File: config.mk
export PLATFORM = sky130hd
export DESIGN_NAME = serial_subtractor
export DESIGN_NICKNAME = d
export VERILOG_FILES = /design/src/rtl/serial_subtractor_pkg.sv /design/src/rtl/full_subtractor.sv /design/src/rtl/serial_subtractor.sv
export SDC_FILE = /design/constraint.sdc
export NUM_CORES = 1
export LEC_CHECK = 0
export ABC_AREA = 1
export BUFFER_PORTS_ARGS = -buffer_cell sky130_fd_sc_hd__clkbuf_2
export CORE_MARGIN = 4
export CORE_UTILIZATION = 48
export DETAILED_ROUTE_END_ITERATION = 16
export GPL_ROUTABILITY_DRIVEN = 0
export GPL_TIMING_DRIVEN = 0
export PLACE_DENSITY = 0.7
export SLEW_MARGIN = 20
export SYNTH_ARGS = -nofsm -noshare
export SYNTH_HDL_FRONTEND = slang
export SYNTH_SLANG_ARGS = --single-unit
export TNS_END_PERCENT = 1
File: constraint.sdc
create_clock -name clk -period 1 [get_ports clk]
set_input_delay 0.2 -clock clk [delete_from_list [all_inputs] [get_ports clk]]
set_output_delay 0.2 -clock clk [all_outputs]
set_load 0.01 [all_outputs]
File: src/rtl/serial_subtractor_pkg.sv
`default_nettype none
// ============================================================================
// Module   : serial_subtractor_pkg
// Desc     : Shared state encoding and default width for serial_subtractor.
// Revision : 1.0
// ============================================================================
package serial_subtractor_pkg;

  localparam int DEFAULT_WIDTH = 4;

  typedef enum logic [1:0] {
    IDLE  = 2'd0,
    SHIFT = 2'd1,
    DONE  = 2'd2
  } state_t;

endpackage
`default_nettype wire

File: src/rtl/full_subtractor.sv
`default_nettype none
// ============================================================================
// Module   : full_subtractor
// Desc     : One-bit difference/borrow cell, evaluated once per bit-step.
// Revision : 1.0
// ============================================================================
module full_subtractor (
  input  logic a,
  input  logic b,
  input  logic bin,
  output logic d,
  output logic bout
);

  assign d    = a ^ b ^ bin;
  assign bout = (~a & b) | (~(a ^ b) & bin);

endmodule
`default_nettype wire

File: src/rtl/serial_subtractor.sv
`default_nettype none
// ============================================================================
// Module   : serial_subtractor
// Desc     : Bit-serial a - b, LSB first, one bit per clock, start/done handshake.
// Revision : 1.0
// ============================================================================
module serial_subtractor
  import serial_subtractor_pkg::*;
#(
  parameter int WIDTH = DEFAULT_WIDTH
) (
  input  logic             clk,
  input  logic             rst,
  input  logic             start,
  input  logic [WIDTH-1:0] a,
  input  logic [WIDTH-1:0] b,
  output logic             busy,
  output logic             done,
  output logic [WIDTH-1:0] diff,
  output logic             borrow
);

  localparam int             CNT_W    = $clog2(WIDTH);
  localparam logic [CNT_W-1:0] CNT_LAST = CNT_W'(WIDTH - 1);

  state_t           state_q;
  logic [WIDTH-1:0] a_sh_q;
  logic [WIDTH-1:0] b_sh_q;
  // Bit 0 of the conceptual difference shifter would be shifted out unread,
  // so only the upper WIDTH-1 bits are stored.
  logic [WIDTH-2:0] d_sh_q;
  logic             br_q;
  logic [CNT_W-1:0] cnt_q;
  logic             busy_q;
  logic             done_q;
  logic [WIDTH-1:0] diff_q;
  logic             borrow_q;

  logic             bit_d;
  logic             br_d;
  logic [WIDTH-1:0] diff_d;

  full_subtractor u_fs (
    .a    (a_sh_q[0]),
    .b    (b_sh_q[0]),
    .bin  (br_q),
    .d    (bit_d),
    .bout (br_d)
  );

  assign diff_d = {bit_d, d_sh_q};

  always_ff @(posedge clk) begin
    if (rst) begin
      state_q  <= IDLE;
      a_sh_q   <= '0;
      b_sh_q   <= '0;
      d_sh_q   <= '0;
      br_q     <= 1'b0;
      cnt_q    <= '0;
      busy_q   <= 1'b0;
      done_q   <= 1'b0;
      diff_q   <= '0;
      borrow_q <= 1'b0;
    end else begin
      done_q <= 1'b0;
      case (state_q)
        IDLE, DONE: begin
          if (start) begin
            state_q <= SHIFT;
            busy_q  <= 1'b1;
            a_sh_q  <= a;
            b_sh_q  <= b;
            d_sh_q  <= '0;
            br_q    <= 1'b0;
            cnt_q   <= '0;
          end else begin
            state_q <= IDLE;
            busy_q  <= 1'b0;
          end
        end
        SHIFT: begin
          a_sh_q <= a_sh_q >> 1;
          b_sh_q <= b_sh_q >> 1;
          d_sh_q <= diff_d[WIDTH-1:1];
          br_q   <= br_d;
          if (cnt_q == CNT_LAST) begin
            // Counter is re-zeroed on the next accept, so it is not stepped here.
            state_q  <= DONE;
            busy_q   <= 1'b0;
            done_q   <= 1'b1;
            diff_q   <= diff_d;
            borrow_q <= br_d;
          end else begin
            cnt_q <= cnt_q + 1'b1;
          end
        end
        default: begin
          state_q <= IDLE;
          busy_q  <= 1'b0;
        end
      endcase
    end
  end

  assign busy   = busy_q;
  assign done   = done_q;
  assign diff   = diff_q;
  assign borrow = borrow_q;

endmodule
`default_nettype wire

==> impl_metrics.toml, run 1 <==
[power_and_ir_drop]
ir_drop_v = 0.0008712
cellPowerDensity_mw_per_mm2 = 1419
p_leak_uw = 0.0005657
p_total_uw = 1770

[sta]
maxSlewViolCount = 0
hold_viol = 0
slew_headroom = 0.8358
setup_ws_ns = -0.1764
rsz0062_at_grt = "yes"
tightest_slew_ns = 0.2463
hold_ws_ns = 0.1163
finalCriticalPeriod_ns = 1.176
max_freq_mhz = 850.1
period_share = 1.176
setup_viol = 9
fin_worst_skew_ns = 0.01305

[floorplanning]
die_w_um = 53.81
io_pins = 18
row_count = 16
core_mm2 = 0.001982
die_h_um = 53.81
dieArea_mm2 = 0.002895
start_util = 0.5082

[finish]
drive_gt1_frac = 0.3684
areaGrowthSynthToFinish_pct = 23.85
final_common_cell = "nand3_1"
antenna_cells = 0
fin_nets = 166
final_cell_mix = "nand3_1 (25), nand2_1 (21), inv_1 (15), dfxtp_2 (12), clkbuf_2 (11)"

[critical_path]
crit_path_max_fanout = 2
rr_worst_depth = 4
cp.required_ns = 1.24
path_class = "flop to flop"
crit_arrival_ns = 1.41
start_kind = "flop"
endpoint_kind = "flop"
r2r_setup_slack_ns = -0.18

[route]
drc = 0
firstDrtPassIters = 4
ant_nets = 0
wl_per_cell_um = 11.22
vias = 886
via_per_inst = 4.950
first_iter_violations = 3
postRouteWirelength_mm = 2.008

[outcome]
violations = "negative setup slack"
status = "finished, violations left"

[logic_synthesis]
synth_warnings = 0
syn_area_mm2 = 0.001007
syn_area_per_cell_um2 = 7.630
synthCells = 132
seq_area_frac_synth = 0.4571
syn_nets = 145
ys_types = 18
ys_ff_latch = 23

[clock_network]
clkTransAtPathRegs_ns = 0.13
cts_sinks = 23
root_buffer = "clkbuf_4"
htreeDepth = 1
tritoncts = "built"
cts_setup_buffers = 0
insertion_delay_ns = 0.30
cts_hold_buf = 0
numCtsBuffers = 3
cts_buffer_depth = 2

[global_routing]
grt_pass1_wl_mm = 3.657
grt_pass1_vias = 842
grt_antenna_before_repair = 0
grtUsageTotal = 0.1706
grt.overflow.total = 0
grt_max_degree = 13

[job]
cap_viol_max_count = 0

[placement]
io_buffer_count = 16
hpwl_mm = 1.466

[min_path]
hold-path-cell-count = 3
hp-class = "input port to flop"
[final cells by class]
| cell class | count | area [um2] |
|---|---|---|
| multi-input cells | 82 | 460.4 |
| plain buffers | 7 | 66.31 |
| well taps | 27 | 33.78 |
| repair buffers | 16 | 98.84 |
| inverters | 20 | 82.58 |
| flip-flops and latches | 23 | 479.2 |
| clock buffers | 4 | 26.28 |
| fillers | 186 | 734.5 |
[stage by stage]
stage	TNS, ns	util	std cells	instance area (um2)	setup slack, ns
2_1_floorplan	-0.3099	-	132	1008	-0.09175
5_1_grt	-1.840	0.6294	179	1247	-0.2128
3_5_place_dp	-1.263	0.5663	175	1122	-0.1943
4_1_cts	-0.5981	0.6061	179	1201	-0.1545
3_3_place_gp	-0.8575	0.5663	175	1122	-0.1437
6_report	-0.4929	0.6294	179	1247	-0.1764
[cells by family after synthesis]
logic type / after synthesis / share of synthesized area
AO/OA/AOI/OAI: 12 / 0.05962
buffers and inverters: 27 / 0.1317
AND/OR/NAND/NOR: 68 / 0.3192
adder cells (fa/ha/maj): 2 / 0.03230
flip-flops: 23 / 0.4571
[synthesized netlist by cell type (all sizes together)]
library cell	count	area (um2)
buf	7	55.05
ha	1	12.51
nand2	25	98.84
nor3	6	30.03
nor2	10	45.04
inv	20	77.58
fa	1	20.02
nand3	27	147.6
dfxtp	23	460.4
o21ai	1	5.000
a21oi	11	55.05
[power by group]
part	switching, uW	internal (uW)	total, uW
Combinational	195	148	343
Clock	265	155	420
Sequential	33.3	973	1010
Total	494	1280	1770
[path summary, 6_finish.rpt]
path,from,to
worst min-delay path,a[3],a_sh_q[3]
worst max-delay path,b_sh_q[0],d_sh_q[2]
worst max register to register,b_sh_q[0],d_sh_q[2]
worst min register to register,d_sh_q[2],diff[2]
[timing repair]
action	4_1_cts	5_1_grt
pin swaps	2	2
gates resized for setup	17	21
endpoints found under the setup margin	21	28
[metal layers]
layer  wire length [um]  vias to the layer above  track usage
met3                 75                        2      0.02493
met5                  0                        -            0
li1                   -                      458            -
met2                981                       11       0.2944
met4                 13                        0      0.03830
met1                937                      415       0.2224
[registers in the layout, summed over array words and instances (netlist names), 2 cells and up]
signal,cells
cnt_q,2
b_sh_q,4
d_sh_q,3
diff,4
state_q,2
a_sh_q,4
[critical path, cell delays in order (launching register included)]
cell and delay, ns:
dfxtp_2 0.34, inv_2 0.04, fa_2 0.57, nand2_1 0.06, a21oi_2 0.10
(Power assumes the default switching activity.)
==> inputs of run 2 (changes only) <==
Settings changed: PLACE_DENSITY 0.7 to 0.76.
==> run 2 against run 1 <==
  * Via count grew 0.68%
  * First-iteration DRC count grew to 3.3 times the previous value
  * Clock skew shrank 0.0088 ns
  * Largest power group unchanged
  * Highest routed layer unchanged
  * Largest cell class unchanged
  * The run still ends with negative setup slack left
  * Critical endpoint unchanged
  * Critical path type unchanged
==> impl_metrics.toml, run 2 (same netlist as run 1, synthesis figures left out) <==
[outcome]
status = "finished, violations left"
violations = "negative setup slack"

[clock_network]
root_buffer = "clkbuf_4"
insertion_delay_ns = 0.31
cts_setup_buffers = 0
cts_buffer_depth = 2
tritoncts = "built"
cts_hold_buf = 0
clkTransAtPathRegs_ns = 0.13
numCtsBuffers = 3
htreeDepth = 1
cts_sinks = 23

[critical_path]
r2r_setup_slack_ns = -0.18
crit_arrival_ns = 1.44
regToRegStartpoint = "br_q"
rr_worst_depth = 4
endpoint_kind = "flop"
cp.required_ns = 1.26
crit_path_max_fanout = 2
r2r_end = "d_sh_q[2]"
path_class = "flop to flop"
start_kind = "flop"

[route]
via_per_inst = 4.983
first_iter_violations = 10
vias = 892
postRouteWirelength_mm = 2.140
wl_per_cell_um = 11.96
ant_nets = 0
drc = 0
firstDrtPassIters = 4

[finish]
fin_nets = 166
final_common_cell = "nand3_1"
fin_area_mm2 = 0.001266
antenna_cells = 0
final_cell_mix = "nand3_1 (25), nand2_1 (21), inv_1 (16)"
drive_gt1_frac = 0.3487
final_cells = 179
n_fill_cell = 166
areaGrowthSynthToFinish_pct = 25.71

[sta]
maxSlewViolCount = 0
setup_viol = 13
max_freq_mhz = 847.3
rsz0062_at_grt = "yes"
slew_headroom = 0.8530
finalCriticalPeriod_ns = 1.180
tightest_slew_ns = 0.2205
fin_tns_setup_ns = -0.6448
period_share = 1.180
hold_ws_ns = 0.1029
hold_viol = 0
fin_worst_skew_ns = 0.004212
setup_ws_ns = -0.1803

[min_path]
hold-path-cell-count = 3
hp-class = "input port to flop"
min-delay-start = "a[3]"
hold_path_end = "a_sh_q[3]"

[floorplanning]
dieArea_mm2 = 0.002895
io_pins = 18
start_util = 0.5082
core_mm2 = 0.001982
die_w_um = 53.81
row_count = 16
die_h_um = 53.81

[global_routing]
grt_max_degree = 14
grt_pass1_vias = 863
grt_pass1_wl_mm = 3.567
grt_antenna_before_repair = 0
grtUsageTotal = 0.1677
grt.overflow.total = 0

[placement]
dp.cells = 175
io_buffer_count = 16
hpwl_mm = 1.482
place_area_mm2 = 0.001122

[power_and_ir_drop]
cellPowerDensity_mw_per_mm2 = 1405
p_leak_uw = 0.0005730
ir_drop_v = 0.0008336

[job]
cap_viol_max_count = 0
## run 2: changes by cell type in the layout (fill, tap and decap cells not counted), moves of 2 or more
cell      change
clkbuf_2      -2
a21oi_1       +3
a21oi_2       -3
buf_6         +4
buf_2         -2
## run 2: cell type report
cell class | instances | area (um2) | area share
Inverter | 20 | 82.58 | 0.06522
Sequential cell | 23 | 478.0 | 0.3775
Clock buffer | 3 | 22.52 | 0.01779
Tap cell | 27 | 33.78 | 0.02668
Multi-Input combinational cell | 82 | 454.2 | 0.3587
Buffer | 7 | 66.31 | 0.05237
Clock inverter | 1 | 5.005 | 0.003953
Timing Repair Buffer | 16 | 123.9 | 0.09783
## run 2: report_power, final
part           switching [uW]  internal [uW]  leakage (uW)
registers                33.6            973      0.000194
logic                     193            146      0.000361
clock network             284            150     0.0000177
total                     511           1270      0.000573
## run 2: critical path: stages (launching register included)
cell     delay (ns)
dfxtp_2        0.35
inv_2          0.04
fa_2           0.57
nand2_1        0.06
a21oi_1        0.11
## run 2: how the worst max path moves through the flow
stage               slack [ns]  cells after the start        end      from
global route             -0.24                      4  d_sh_q[2]      br_q
floorplan                -0.09                      4  d_sh_q[2]      br_q
global placement         -0.15                      5   cnt_q[1]  cnt_q[0]
finish                   -0.18                      4  d_sh_q[2]      br_q
CTS                      -0.18                      4  d_sh_q[2]      br_q
detailed placement       -0.23                      6   cnt_q[1]  cnt_q[1]
## run 2: timing repair
| item | 4_1_cts | 5_1_grt |
|---|---|---|
| pin swaps | 1 | 2 |
| resized for setup | 13 | 27 |
| endpoints found under the setup margin | 26 | 28 |
## run 2: per-layer routing
layer / vias to the layer above / global-route usage / routed length, um
li1: 461 / - / -
met1: 415 / 0.2088 / 945
met2: 11 / 0.2823 / 1100
met3: 5 / 0.02493 / 58
met4: 0 / 0.07660 / 36
met5: - / 0 / 0
## run 2: through the flow
step	setup slack [ns]	total power, uW	util
3_5_place_dp	-0.2312	1323	0.5663
6_report	-0.1803	1779	0.6389
2_1_floorplan	-0.09175	1246	-
3_3_place_gp	-0.1522	1313	0.5663
5_1_grt	-0.2403	1886	0.6389
4_1_cts	-0.1826	1769	0.5985
==> inputs of run 3 (changes only) <==
Settings changed: GPL_ROUTABILITY_DRIVEN 0 to unset, SYNTH_HIERARCHICAL set to 1, TNS_END_PERCENT 1 to unset.
==> run 3 against run 2 <==
  * The run still ends with negative setup slack left
  * First-iteration DRC count is 60% higher
  * Synthesized cell count is 0.76% higher
  * Register-to-register slack better by 0.05 ns
  * Cell count is 5.0% higher
  * Combinational power is 38% higher
  * Critical path type unchanged
  * Critical endpoint unchanged
  * Largest cell class is now multi-input combinational cells
  * Largest power group unchanged
==> impl_metrics.toml, run 3 <==
[outcome]
status = "finished, violations left"
violations = "negative setup slack"

[min_path]
hold_path_end = "b_sh_q[1]"
min-delay-start = "b[1]"
hp-class = "input port to flop"
hold-path-cell-count = 3

[global_routing]
grt_pass1_wl_mm = 3.753
grt_max_degree = 13
grt_antenna_before_repair = 0
grt.overflow.total = 0
grtUsageTotal = 0.1803
grt_pass1_vias = 870

[logic_synthesis]
synth_warnings = 6
async_reset_ff_frac = 0
syn_area_per_cell_um2 = 7.742
synth_edf_count = 0
synthFlopType = "dfxtp_1"
yosys.area.top_type = "dfxtp_1"
ys_types = 16
synth.top_cell.area_share = 0.4471
ys_top_cells_by_count = "nand2_1 (25), nand3_1 (25), dfxtp_1 (23)"
synth_area_leaders = "dfxtp_1 (45%), nand3_1 (12%), nand2_1 (9.1%)"
syn_area_mm2 = 0.001030
seq_area_frac_synth = 0.4471
ys_ff_latch = 23
syn_nets = 146
synthCells = 133

[sta]
tightest_slew_ns = 0.2315
setup_viol = 17
hold_viol = 0
hold_ws_ns = 0.09470
setup_ws_ns = -0.1299
fin_tns_setup_ns = -0.9150
period_share = 1.130
fin_worst_skew_ns = 0.005581
finalCriticalPeriod_ns = 1.130
max_freq_mhz = 885.1
rsz0062_at_grt = "yes"
maxSlewViolCount = 0
slew_headroom = 0.8453

[floorplanning]
start_util = 0.5144
row_count = 16
dieArea_mm2 = 0.002950
core_mm2 = 0.002002
io_pins = 18
die_w_um = 54.32
die_h_um = 54.32

[clock_network]
cts_sinks = 23
htreeDepth = 1
insertion_delay_ns = 0.31
cts_buffer_depth = 2
clkTransAtPathRegs_ns = 0.12
tritoncts = "built"
cts_hold_buf = 0
numCtsBuffers = 3
root_buffer = "clkbuf_4"

[critical_path]
cp_slowest_cell = "fa_1"
cpPeakStageDelay_ns = 0.51
crit_arrival_ns = 1.39
rr_worst_depth = 4
r2r_setup_slack_ns = -0.13
crit_path_max_fanout = 2
critPathBufInv = 1
path_class = "flop to flop"
regToRegStartpoint = "br_q"
start_kind = "flop"
r2r_end = "d_sh_q[2]"
crit_family = "adder cells"
cp.required_ns = 1.26
endpoint_kind = "flop"
crit_chain = "inv_2 > fa_1 > nand2_1 > a21oi_2"

[route]
ant_nets = 0
first_iter_violations = 16
drc = 0
via_per_inst = 5.080
firstDrtPassIters = 4
wl_per_cell_um = 13.30
vias = 955
postRouteWirelength_mm = 2.500

[finish]
drive_gt1_frac = 0.5652
antenna_cells = 0
n_fill_cell = 155
multiInputGateArea_um2 = 590.6
seqCellArea_um2 = 481.7
final_cell_mix = "inv_1 (16), nand2_1 (15), buf_6 (13), nand3_2 (13)"
fin_nets = 175
final_common_cell = "inv_1"
areaGrowthSynthToFinish_pct = 44.96

[placement]
hpwl_mm = 1.476
gp_congestion = 0.7693
io_buffer_count = 16

[job]
cap_viol_max_count = 0

[power_and_ir_drop]
p_leak_uw = 0.0006543
cellPowerDensity_mw_per_mm2 = 1273
ir_drop_v = 0.001112
[run 3: power by group]
group	switching (uW)	internal (uW)	total (uW)
Sequential	34.4	970	1000
Combinational	257	211	468
Clock	272	156	428
Total	563	1340	1900
[run 3: tightest hold or removal path: stages]
cell,delay [ns]
clkbuf_2,0.08
nor2_1,0.04
nor2_2,0.07
[run 3: cell families after synthesis]
logic type / count (synthesis) / synth area share
flip-flops: 23 / 0.4471
adder cells (fa/ha/maj): 2 / 0.03159
AND/OR/NAND/NOR: 70 / 0.3147
AO/OA/AOI/OAI: 11 / 0.07533
buffers and inverters: 27 / 0.1312
[run 3: worst max-delay path by stage]
stage	to	slack (ns)	cells after the start	from
detailed placement	d_sh_q[2]	-0.10	3	a_sh_q[0]
finish	d_sh_q[2]	-0.13	4	br_q
global route	d_sh_q[2]	-0.17	4	br_q
CTS	d_sh_q[2]	-0.13	4	br_q
floorplan	d_sh_q[2]	-0.07	4	br_q
global placement	d_sh_q[2]	-0.09	3	a_sh_q[0]
[run 3: timing repair]
item,4_1_cts,5_1_grt
cloned,1,1
buffers inserted,2,4
endpoints found under the hold margin,0,0
resized for setup,23,50
endpoints found under the setup margin,22,28
pin swaps,7,12
[run 3: metal layers]
metal / track usage / vias to the layer above / share of wire
li1: - / 477 / -
met1: 0.2000 / 439 / 0.39
met2: 0.3167 / 31 / 0.52
met3: 0.06540 / 8 / 0.066
met4: 0.05809 / 0 / 0.025
met5: 0 / - / 0
[run 3: metrics by stage]
stage / area (um2) / power, uW / std cells / util / setup WS, ns
after CTS: 1261 / 1789 / 183 / 0.6300 / -0.1301
after global routing: 1493 / 1995 / 188 / 0.7456 / -0.1704
after floorplan: 1036 / 1244 / 133 / - / -0.06529
after detailed placement: 1150 / 1320 / 176 / 0.5744 / -0.1044
after global placement: 1150 / 1308 / 176 / 0.5744 / -0.08551
final: 1493 / 1900 / 188 / 0.7456 / -0.1299
[run 3: cell type report]
type | instances | share of cell area
clock buffers | 4 | 0.01760
flip-flops and latches | 23 | 0.3227
inverters | 21 | 0.05784
repair buffers | 24 | 0.1408
well taps | 27 | 0.02263
multi-input cells | 83 | 0.3956
plain buffers | 6 | 0.04275
